===== src/rtl/pcpu_int_ctrl_pkg.sv =====
// Shared definitions for the PCPU interrupt controller: handler states,
// default vector addresses and request source indices.
package pcpu_int_ctrl_pkg;

    localparam int unsigned ADDR_W_DEF  = 32;
    localparam logic [31:0] VEC_ONE_DEF = 32'h0000_0040;
    localparam logic [31:0] VEC_TWO_DEF = 32'h0000_0080;

    // Bit positions of each source in the {two,one} status vectors
    localparam int unsigned SRC_ONE = 0;
    localparam int unsigned SRC_TWO = 1;

    // Which handler(s) are currently running
    typedef enum logic [1:0] {
        ST_IDLE  = 2'd0,
        ST_SVC2  = 2'd1,
        ST_SVC1  = 2'd2,
        ST_SVC12 = 2'd3
    } int_state_e;

endpackage


===== src/rtl/pcpu_int_ctrl_if.sv =====
// Interrupt controller <-> CPU pipeline signal bundle.
// master = CPU/pipeline side, slave = interrupt controller.
interface pcpu_int_ctrl_if #(
    parameter int unsigned ADDR_W = 32
);
    logic              interrupt_one;
    logic              interrupt_two;
    logic              int_en;
    logic              pipe_ready;
    logic [ADDR_W-1:0] resume_pc;
    logic              eret;
    logic              redirect;
    logic [ADDR_W-1:0] redirect_pc;
    logic [1:0]        irq_ack;
    logic [1:0]        in_service;
    logic [1:0]        pending;
    logic [ADDR_W-1:0] epc_top;

    modport master (
        output interrupt_one, interrupt_two, int_en, pipe_ready, resume_pc, eret,
        input  redirect, redirect_pc, irq_ack, in_service, pending, epc_top
    );

    modport slave (
        input  interrupt_one, interrupt_two, int_en, pipe_ready, resume_pc, eret,
        output redirect, redirect_pc, irq_ack, in_service, pending, epc_top
    );
endinterface


===== src/rtl/pcpu_int_ctrl_irq_edge_latch.sv =====
// Per-source rising-edge detector with a sticky pending flag.
// A new rise in the same cycle as a take keeps the request pending.
module irq_edge_latch (
    input  logic clk_i,
    input  logic rst_i,
    input  logic irq_i,
    input  logic take_i,
    output logic pending_o
);
    logic prev_q;
    logic pending_q, pending_d;
    logic rise;

    // Rise detect and pending set/clear
    always_comb begin
        rise      = irq_i & ~prev_q;
        pending_d = rise | (pending_q & ~take_i);
    end

    // Reset loads the current level so a line held high across reset is not a request
    always_ff @(posedge clk_i) begin
        if (rst_i) begin
            prev_q    <= irq_i;
            pending_q <= 1'b0;
        end else begin
            prev_q    <= irq_i;
            pending_q <= pending_d;
        end
    end

    assign pending_o = pending_q;
endmodule


===== src/rtl/pcpu_int_ctrl.sv =====
// Two-source prioritized interrupt controller beside the PCPU IF stage.
// Holds the handler FSM, priority select, 2-deep EPC stack and the
// registered redirect outputs.
module pcpu_int_ctrl
    import pcpu_int_ctrl_pkg::*;
#(
    parameter int unsigned       ADDR_W  = ADDR_W_DEF,
    parameter logic [ADDR_W-1:0] VEC_ONE = ADDR_W'(VEC_ONE_DEF),
    parameter logic [ADDR_W-1:0] VEC_TWO = ADDR_W'(VEC_TWO_DEF)
) (
    input  logic            clk_cpu,
    input  logic            rst,
    pcpu_int_ctrl_if.slave  bus
);
    int_state_e        state_q, state_d;
    logic [1:0]        ptr_q, ptr_d;
    logic [ADDR_W-1:0] epc0_q, epc1_q;
    logic [ADDR_W-1:0] epc_top;
    logic              redirect_q, redirect_d;
    logic [ADDR_W-1:0] redirect_pc_q, redirect_pc_d;
    logic [1:0]        irq_ack_q, irq_ack_d;
    logic [1:0]        pend;
    logic              take_one, take_two, push;
    logic              eret_v, can_take;

    irq_edge_latch u_edge_one (
        .clk_i     (clk_cpu),
        .rst_i     (rst),
        .irq_i     (bus.interrupt_one),
        .take_i    (take_one),
        .pending_o (pend[SRC_ONE])
    );

    irq_edge_latch u_edge_two (
        .clk_i     (clk_cpu),
        .rst_i     (rst),
        .irq_i     (bus.interrupt_two),
        .take_i    (take_two),
        .pending_o (pend[SRC_TWO])
    );

    // Top-of-stack view, also the return target for eret
    always_comb begin
        case (ptr_q)
            2'd1:    epc_top = epc0_q;
            2'd2:    epc_top = epc1_q;
            default: epc_top = '0;
        endcase
    end

    // Priority select and next-state/output decode; eret beats any new take.
    // eret is not honoured in the blackout cycle so redirect can never pulse
    // back-to-back (the pipeline is flushed then, so no eret can be in EX).
    always_comb begin
        state_d       = state_q;
        ptr_d         = ptr_q;
        redirect_d    = 1'b0;
        redirect_pc_d = '0;
        irq_ack_d     = 2'b00;
        push          = 1'b0;

        eret_v   = bus.eret & ~redirect_q & (state_q != ST_IDLE);
        can_take = bus.int_en & bus.pipe_ready & ~redirect_q & ~bus.eret;
        take_one = can_take & pend[SRC_ONE] &
                   ((state_q == ST_IDLE) || (state_q == ST_SVC2));
        take_two = can_take & pend[SRC_TWO] & (state_q == ST_IDLE) & ~take_one;

        if (eret_v) begin
            redirect_d    = 1'b1;
            redirect_pc_d = epc_top;
            ptr_d         = ptr_q - 2'd1;
            state_d       = (state_q == ST_SVC12) ? ST_SVC2 : ST_IDLE;
        end else if (take_one) begin
            redirect_d    = 1'b1;
            redirect_pc_d = VEC_ONE;
            irq_ack_d     = 2'b01;
            ptr_d         = ptr_q + 2'd1;
            push          = 1'b1;
            state_d       = (state_q == ST_SVC2) ? ST_SVC12 : ST_SVC1;
        end else if (take_two) begin
            redirect_d    = 1'b1;
            redirect_pc_d = VEC_TWO;
            irq_ack_d     = 2'b10;
            ptr_d         = ptr_q + 2'd1;
            push          = 1'b1;
            state_d       = ST_SVC2;
        end
    end

    // FSM state and stack pointer
    always_ff @(posedge clk_cpu) begin
        if (rst) begin
            state_q <= ST_IDLE;
            ptr_q   <= 2'd0;
        end else begin
            state_q <= state_d;
            ptr_q   <= ptr_d;
        end
    end

    // EPC stack entries: push writes the slot selected by the current pointer
    always_ff @(posedge clk_cpu) begin
        if (rst) begin
            epc0_q <= '0;
            epc1_q <= '0;
        end else if (push) begin
            if (ptr_q == 2'd0) epc0_q <= bus.resume_pc;
            else               epc1_q <= bus.resume_pc;
        end
    end

    // Registered redirect / acknowledge outputs
    always_ff @(posedge clk_cpu) begin
        if (rst) begin
            redirect_q    <= 1'b0;
            redirect_pc_q <= '0;
            irq_ack_q     <= 2'b00;
        end else begin
            redirect_q    <= redirect_d;
            redirect_pc_q <= redirect_pc_d;
            irq_ack_q     <= irq_ack_d;
        end
    end

    // in_service mirrors the handler state as {two,one}
    always_comb begin
        case (state_q)
            ST_SVC2:  bus.in_service = 2'b10;
            ST_SVC1:  bus.in_service = 2'b01;
            ST_SVC12: bus.in_service = 2'b11;
            default:  bus.in_service = 2'b00;
        endcase
    end

    assign bus.redirect    = redirect_q;
    assign bus.redirect_pc = redirect_pc_q;
    assign bus.irq_ack     = irq_ack_q;
    assign bus.pending     = pend;
    assign bus.epc_top     = epc_top;
endmodule

===== src/flat_wrapper.sv =====
// flat-port wrapper written by rule: the top's interface ports become plain ports
module pcpu_int_ctrl_flat import pcpu_int_ctrl_pkg::*;
#(
    parameter int unsigned       ADDR_W  = ADDR_W_DEF,
    parameter logic [ADDR_W-1:0] VEC_ONE = ADDR_W'(VEC_ONE_DEF),
    parameter logic [ADDR_W-1:0] VEC_TWO = ADDR_W'(VEC_TWO_DEF)
)
  (clk_cpu, rst, bus_interrupt_one, bus_interrupt_two, bus_int_en, bus_pipe_ready, bus_resume_pc, bus_eret, bus_redirect, bus_redirect_pc, bus_irq_ack, bus_in_service, bus_pending, bus_epc_top);
  pcpu_int_ctrl_if #(.ADDR_W(ADDR_W)) bus_i ();
  input  logic clk_cpu;
  input  logic rst;
  input wire logic [$bits(bus_i.interrupt_one)-1:0] bus_interrupt_one;
  input wire logic [$bits(bus_i.interrupt_two)-1:0] bus_interrupt_two;
  input wire logic [$bits(bus_i.int_en)-1:0] bus_int_en;
  input wire logic [$bits(bus_i.pipe_ready)-1:0] bus_pipe_ready;
  input wire logic [$bits(bus_i.resume_pc)-1:0] bus_resume_pc;
  input wire logic [$bits(bus_i.eret)-1:0] bus_eret;
  output wire logic [$bits(bus_i.redirect)-1:0] bus_redirect;
  output wire logic [$bits(bus_i.redirect_pc)-1:0] bus_redirect_pc;
  output wire logic [$bits(bus_i.irq_ack)-1:0] bus_irq_ack;
  output wire logic [$bits(bus_i.in_service)-1:0] bus_in_service;
  output wire logic [$bits(bus_i.pending)-1:0] bus_pending;
  output wire logic [$bits(bus_i.epc_top)-1:0] bus_epc_top;
  assign bus_i.interrupt_one = bus_interrupt_one;
  assign bus_i.interrupt_two = bus_interrupt_two;
  assign bus_i.int_en = bus_int_en;
  assign bus_i.pipe_ready = bus_pipe_ready;
  assign bus_i.resume_pc = bus_resume_pc;
  assign bus_i.eret = bus_eret;
  assign bus_redirect = bus_i.redirect;
  assign bus_redirect_pc = bus_i.redirect_pc;
  assign bus_irq_ack = bus_i.irq_ack;
  assign bus_in_service = bus_i.in_service;
  assign bus_pending = bus_i.pending;
  assign bus_epc_top = bus_i.epc_top;
  pcpu_int_ctrl #(.ADDR_W(ADDR_W), .VEC_ONE(VEC_ONE), .VEC_TWO(VEC_TWO)) u_core (.clk_cpu(clk_cpu), .rst(rst), .bus(bus_i));
endmodule

===== config.mk =====
export PLATFORM = sky130hd
export DESIGN_NAME = pcpu_int_ctrl_flat
export DESIGN_NICKNAME = d
export VERILOG_FILES = /design/src/rtl/pcpu_int_ctrl_pkg.sv /design/src/rtl/pcpu_int_ctrl_if.sv /design/src/rtl/pcpu_int_ctrl_irq_edge_latch.sv /design/src/rtl/pcpu_int_ctrl.sv /design/src/flat_wrapper.sv
export SDC_FILE = /design/constraint.sdc
export NUM_CORES = 1
export LEC_CHECK = 0
export ABC_AREA = 1
export CAP_MARGIN = 40
export CORE_MARGIN = 1
export CORE_UTILIZATION = 54
export CTS_CLUSTER_DIAMETER = 80
export DETAILED_ROUTE_END_ITERATION = 16
export PLACE_DENSITY = 0.84
export SLEW_MARGIN = 20
export SYNTH_ARGS = -nofsm -noshare
export SYNTH_HDL_FRONTEND = slang
export SYNTH_SLANG_ARGS = --single-unit

===== constraint.sdc =====
create_clock -name clk_cpu -period 4.41 [get_ports clk_cpu]
set_clock_uncertainty 0.05 [all_clocks]
set_input_delay 0.6615 -clock clk_cpu [delete_from_list [all_inputs] [get_ports clk_cpu]]
set_output_delay 0.6615 -clock clk_cpu [all_outputs]
set_load 0.005 [all_outputs]

# [After elaboration in Yosys (flattened, before gate mapping)]
# Cells that the tools add are included.
[totals] regBits=107 elab_cells=70 input_bits=39 out_inout_bits=71
[op_classes] bitwise=23 eq_ne=5 n_addsub=2 reduce_logical=9 mux=19
[ops] operator="two-way mux 32 bit" count=2
[ops] operator="one-hot mux 32 bit (2 select lines)" count=1
[ops] operator="AND 1 bit" count=14
[ops] operator="two-way mux 2 bit" count=7
[ops] operator="two-way mux 8 bit" count=1
[ops] operator="two-way mux 1 bit" count=7
[ops] operator="NOT 1 bit" count=7
[ops] operator="== test 2 bit (second input constant)" count=3
[ops] operator="one-hot mux 2 bit (3 select lines)" count=1
[ops] operator="== test 2 x 1 -> 1 bit (second input constant)" count=2
[ops] operator="logical NOT 2 bit" count=2
[ops] operator="AND reduction 2 bit" count=2
[ops] operator="nonzero test 3 bit" count=1
[ops] operator="OR reduction 3 bit" count=1
[ops] operator="adder 2 x 1 -> 2 bit (second input constant)" count=1
[ops] operator="OR 1 bit" count=2
[ops] operator="nonzero test 2 bit" count=1
[ops] operator="OR reduction 2 bit" count=1
[ops] operator="subtractor 2 x 1 -> 2 bit (second input constant)" count=1
[ops] operator="logical OR 1 bit" count=1

# [Logic depth before layout (Yosys ltp)]
[logic_depth] ltp_word=11 depth_mapped=10 ltp_nobuf=8

# [Hierarchy]
# Synthesis repeated with hierarchy kept, for this count alone.
[hier_totals] hier_cells=633 area_unflattened_um2=4737.0
[by_module_without_submodules] module="pcpu_int_ctrl" cells_each=619 seq_area_each_um2=2062.0 instances=1 area_per_inst_um2=4609.4
[by_module_without_submodules] module="irq_edge_latch" cells_each=7 seq_area_each_um2=40.0 instances=2 area_per_inst_um2=63.8

# [Worst setup path after synthesis]
# OpenSTA, ideal clock, no wires.
[synth_timing] path_type="register to output" from="reg u_core.ptr_q[0]" to="out bus_epc_top[0]" stages_incl_launch_ff=6 t_required_ns=3.699 arrival_time_ns=1.222 slack_ns=2.476 n_path_buf=1 cell_sequence="dfxtp_1 -> inv_1 -> ha_1 -> clkinv_1 -> clkbuf_1 -> nor2_1"
[synth_via] elab_chain_cells=2 elab_cells_between_ends=3 cone_classes="eq/ne (2); mux (1)"
[synth_lines] item="start, declared" line="pcpu_int_ctrl.sv:16" text="logic [1:0] ptr_q, ptr_d;"
[synth_lines] item="start signal, assigned" line="pcpu_int_ctrl.sv:97" text="ptr_q <= ptr_d;"
[synth_lines] item="== test 2 bit or == test 2 x 1 -> 1 bit (tied branches)" line="pcpu_int_ctrl.sv:44" text="case (ptr_q)"
[synth_lines] item="one-hot mux 32 bit (2 select lines) *" line="pcpu_int_ctrl.sv:44"
[synth_lines] item="end, declared" line="flat_wrapper.sv:23" text="output wire logic [$bits(bus_i.epc_top)-1:0] bus_epc_top;"
# Mark *: on every way between the ends. The rest lies on a longest branch, timed or not.

# [Final worst setup path]
[layout_timing] from="reg u_core.ptr_q[0]" to="out bus_epc_top[18]"
# Same word-level chain as after synthesis.

==> results.py <==
metrics = {
    "run_status": {
        "status": "complete, no violations",
    },
    "worst_setup_path": {
        "worstSetupPathType": "flip-flop to primary output",
        "cp-end-kind": "primary output",
        "cpMostUsedCell": "inv_1",
        "cp_cell_sequence": "inv_1 -> ha_1 -> buf_4 -> a22o_1 -> inv_1 -> nor2_1 -> clkdlybuf4s50_1",
        "slowest_delay_ps": 590,
        "critPathMaxFanout": 17,
        "critPathTopFamily": "buffers and inverters",
        "arrival_ps": 2580,
        "critPathSlowestCell": "ha_1",
        "cp.required_ps": 3700,
        "cp-start-kind": "flip-flop",
        "path_buf_inv": 4,
    },
    "floorplan": {
        "die_x_um": 94.7,
        "core_sq_um": 8260,
        "num_io_pins": 110,
        "rows": 33,
        "die_h_um": 94.7,
        "die_area_sq_um": 8970,
        "start_util": 0.562,
    },
    "detailed_routing": {
        "routed_wl_um": 10600,
        "final_antenna_net_count": 0,
        "dr.pass1.iters": 5,
        "drtIter0Drc": 378,
        "avgRoutedWirePerCell_um": 13.0,
        "viasPerCell": 5.22,
        "post-route-drc-count": 0,
        "vias": 4257,
    },
    "timing": {
        "setup_viol": 0,
        "final_hold_viol_count": 0,
        "fmax_ghz": 0.304,
        "setup-tns-final_ps": 0,
        "finalCritPeriodShare": 0.746,
        "hold_slack_ps": 438,
        "rsz0062_at_grt": "no",
        "drv_slew": 0,
        "final.min_clock_period_ps": 3290,
        "slew_headroom": 0.559,
        "tightestPinTransition_ps": 661,
    },
    "grt": {
        "overflow": 0,
        "grt_antenna_before_repair": 0,
        "grt_max_degree": 81,
        "grtUsageTotal": 0.250,
        "grt_pass1_vias": 3720,
        "grt_first_pass_wirelength_um": 17500,
    },
    "clock_network": {
        "holdBufCountCts": 0,
        "clkTransAtPathRegs_ps": 90,
        "cts_resized": 0,
        "clk_latency_ps": 370,
        "cts_tree": "yes",
        "cts_num_sinks": 107,
        "cts_made_buffers": 9,
        "postCtsSetupBuffers": 0,
        "cts_root_buf": "clkbuf_8",
        "htreeDepth": 3,
        "cts_buffer_depth": 2,
    },
    "logic_synthesis": {
        "synth_seq_cells": 107,
        "seq_area_frac_synth": 0.461,
        "async_reset_ff_frac": 0,
        "synth_cells": 631,
        "synth-edff-count": 0,
        "syn_area_per_cell_sq_um": 7.36,
        "netlist.top_cell.by_area": "dfxtp_1",
        "synth_nets": 673,
        "synth_area_sq_um": 4640,
        "synth_warnings": 0,
        "synth_top_area_frac": 0.461,
        "synth_area_leaders": "dfxtp_1, nor2_1, a21oi_1",
        "synth.distinct_cells": 22,
        "synthFlopType": "dfxtp_1",
    },
    "min_path": {
        "hp-class": "flip-flop to flip-flop",
    },
    "pwr": {
        "power_density_nw_per_um2": 305,
        "irDropWorstVdd_v": 0.000166,
        "power.static_leakage_nw": 2.29,
    },
    "layout": {
        "n_antenna_cell": 0,
        "final_common_cell": "clkdlybuf4s50_1",
        "final_cell_mix": "clkdlybuf4s50_1, dfxtp_1, nor2_1",
        "drive_above_1_share": 0.0478,
        "fin_cells": 816,
        "finalInstanceArea_sq_um": 5870,
        "fin_nets": 748,
        "syn_to_final_growth_pct": 26.5,
    },
    "run": {
        "maxCapViolCount": 0,
    },
    "placement": {
        "gp_congestion": 0.788,
        "placed_area_sq_um": 5660,
        "dp_hpwl_um": 7190,
        "dp.cells": 800,
        "port_buffers": 109,
    },
}
layer usage:
layer | part of all wire | vias up | global-route usage
met5 | 0 | - | 0
met4 | 0.017 | 0 | 0.0909
met2 | 0.43 | 164 | 0.376
met3 | 0.081 | 16 | 0.0459
li1 | - | 2175 | -
met1 | 0.47 | 1902 | 0.357
path summary, 6_finish.rpt:
kind / endpoint / start / slack (ps) / cells after the start
hold reg to reg: u_core.u_edge_two.pending_o$_SDFF_PP0_ / u_core.u_edge_two.prev_q$_DFF_P_ / 440 / 3
setup / recovery: bus_epc_top[18] / u_core.ptr_q[0]$_SDFFE_PP0P_ / 1120 / 7
hold / removal: u_core.u_edge_two.pending_o$_SDFF_PP0_ / u_core.u_edge_two.prev_q$_DFF_P_ / 440 / 3
setup reg to reg: u_core.epc1_q[28]$_SDFFE_PP0P_ / u_core.ptr_q[0]$_SDFFE_PP0P_ / 2210 / 8
synth_stat cells (2+ instances only):
master      n
a21oi_1    69
dfxtp_1   107
clkinv_1    2
nand2_1    84
buf_6      13
inv_2       3
o22ai_1     2
buf_1      11
nand3_1    67
buf_4       3
nor3_1     30
nor2_1     99
a22o_1     32
clkbuf_1   22
nor2_2      2
buf_2       4
inv_1      74
ha_1        3
area by class of cell:
type                    instances  area [sq um]
clock buffers                  11           151
clock inverters                 5          61.3
fillers                       668          2380
inverters                      79           297
multi-input cells             392          1900
flip-flops and latches        107          2140
well taps                     105           131
repair buffers                117          1190
worst register-to-register path: stages (launching register included):
cell and delay [ps]:
dfxtp_1 340, inv_1 90, ha_2 160, buf_4 530
inv_2 380, buf_12 300, nand3_1 120, nand2_1 70
nor2_1 110
power breakdown:
group,total [mW],internal [mW],switching [mW]
clock network,0.622,0.294,0.327
logic,0.175,0.0688,0.106
registers,0.994,0.983,0.0114
total,1.79,1.35,0.445
metrics by stage:
stage | power, mW | setup slack, ps | utilization
after floorplan | 1.13 | 2480 | -
after global placement | 1.18 | 1600 | 0.678
after detailed placement | 1.19 | 1520 | 0.686
after CTS | 1.80 | 1130 | 0.711
after global routing | 1.86 | 988 | 0.711
final | 1.79 | 1120 | 0.711
state kept, by name (all words and copies together) (netlist names):
signal and count:
u_core.u_edge_two.pending_o 1, u_core.bus.irq_ack 2, u_core.epc0_q 32, u_core.bus.redirect 1, u_core.u_edge_two.prev_q 1, u_core.u_edge_one.prev_q 1
u_core.bus.redirect_pc 32, u_core.state_q 2, u_core.u_edge_one.pending_o 1, u_core.epc1_q 32, u_core.ptr_q 2
cell families (layout without fill, tap and decap cells):
kind of cell	count (synthesis)	count (layout)	share of synthesized area
simple gates	285	285	0.261
buf+inv	132	212	0.131
flops	107	107	0.461
compound gates	104	104	0.139
fa+ha+maj	3	3	0.00809
Power figures use the tool's default switching activity.
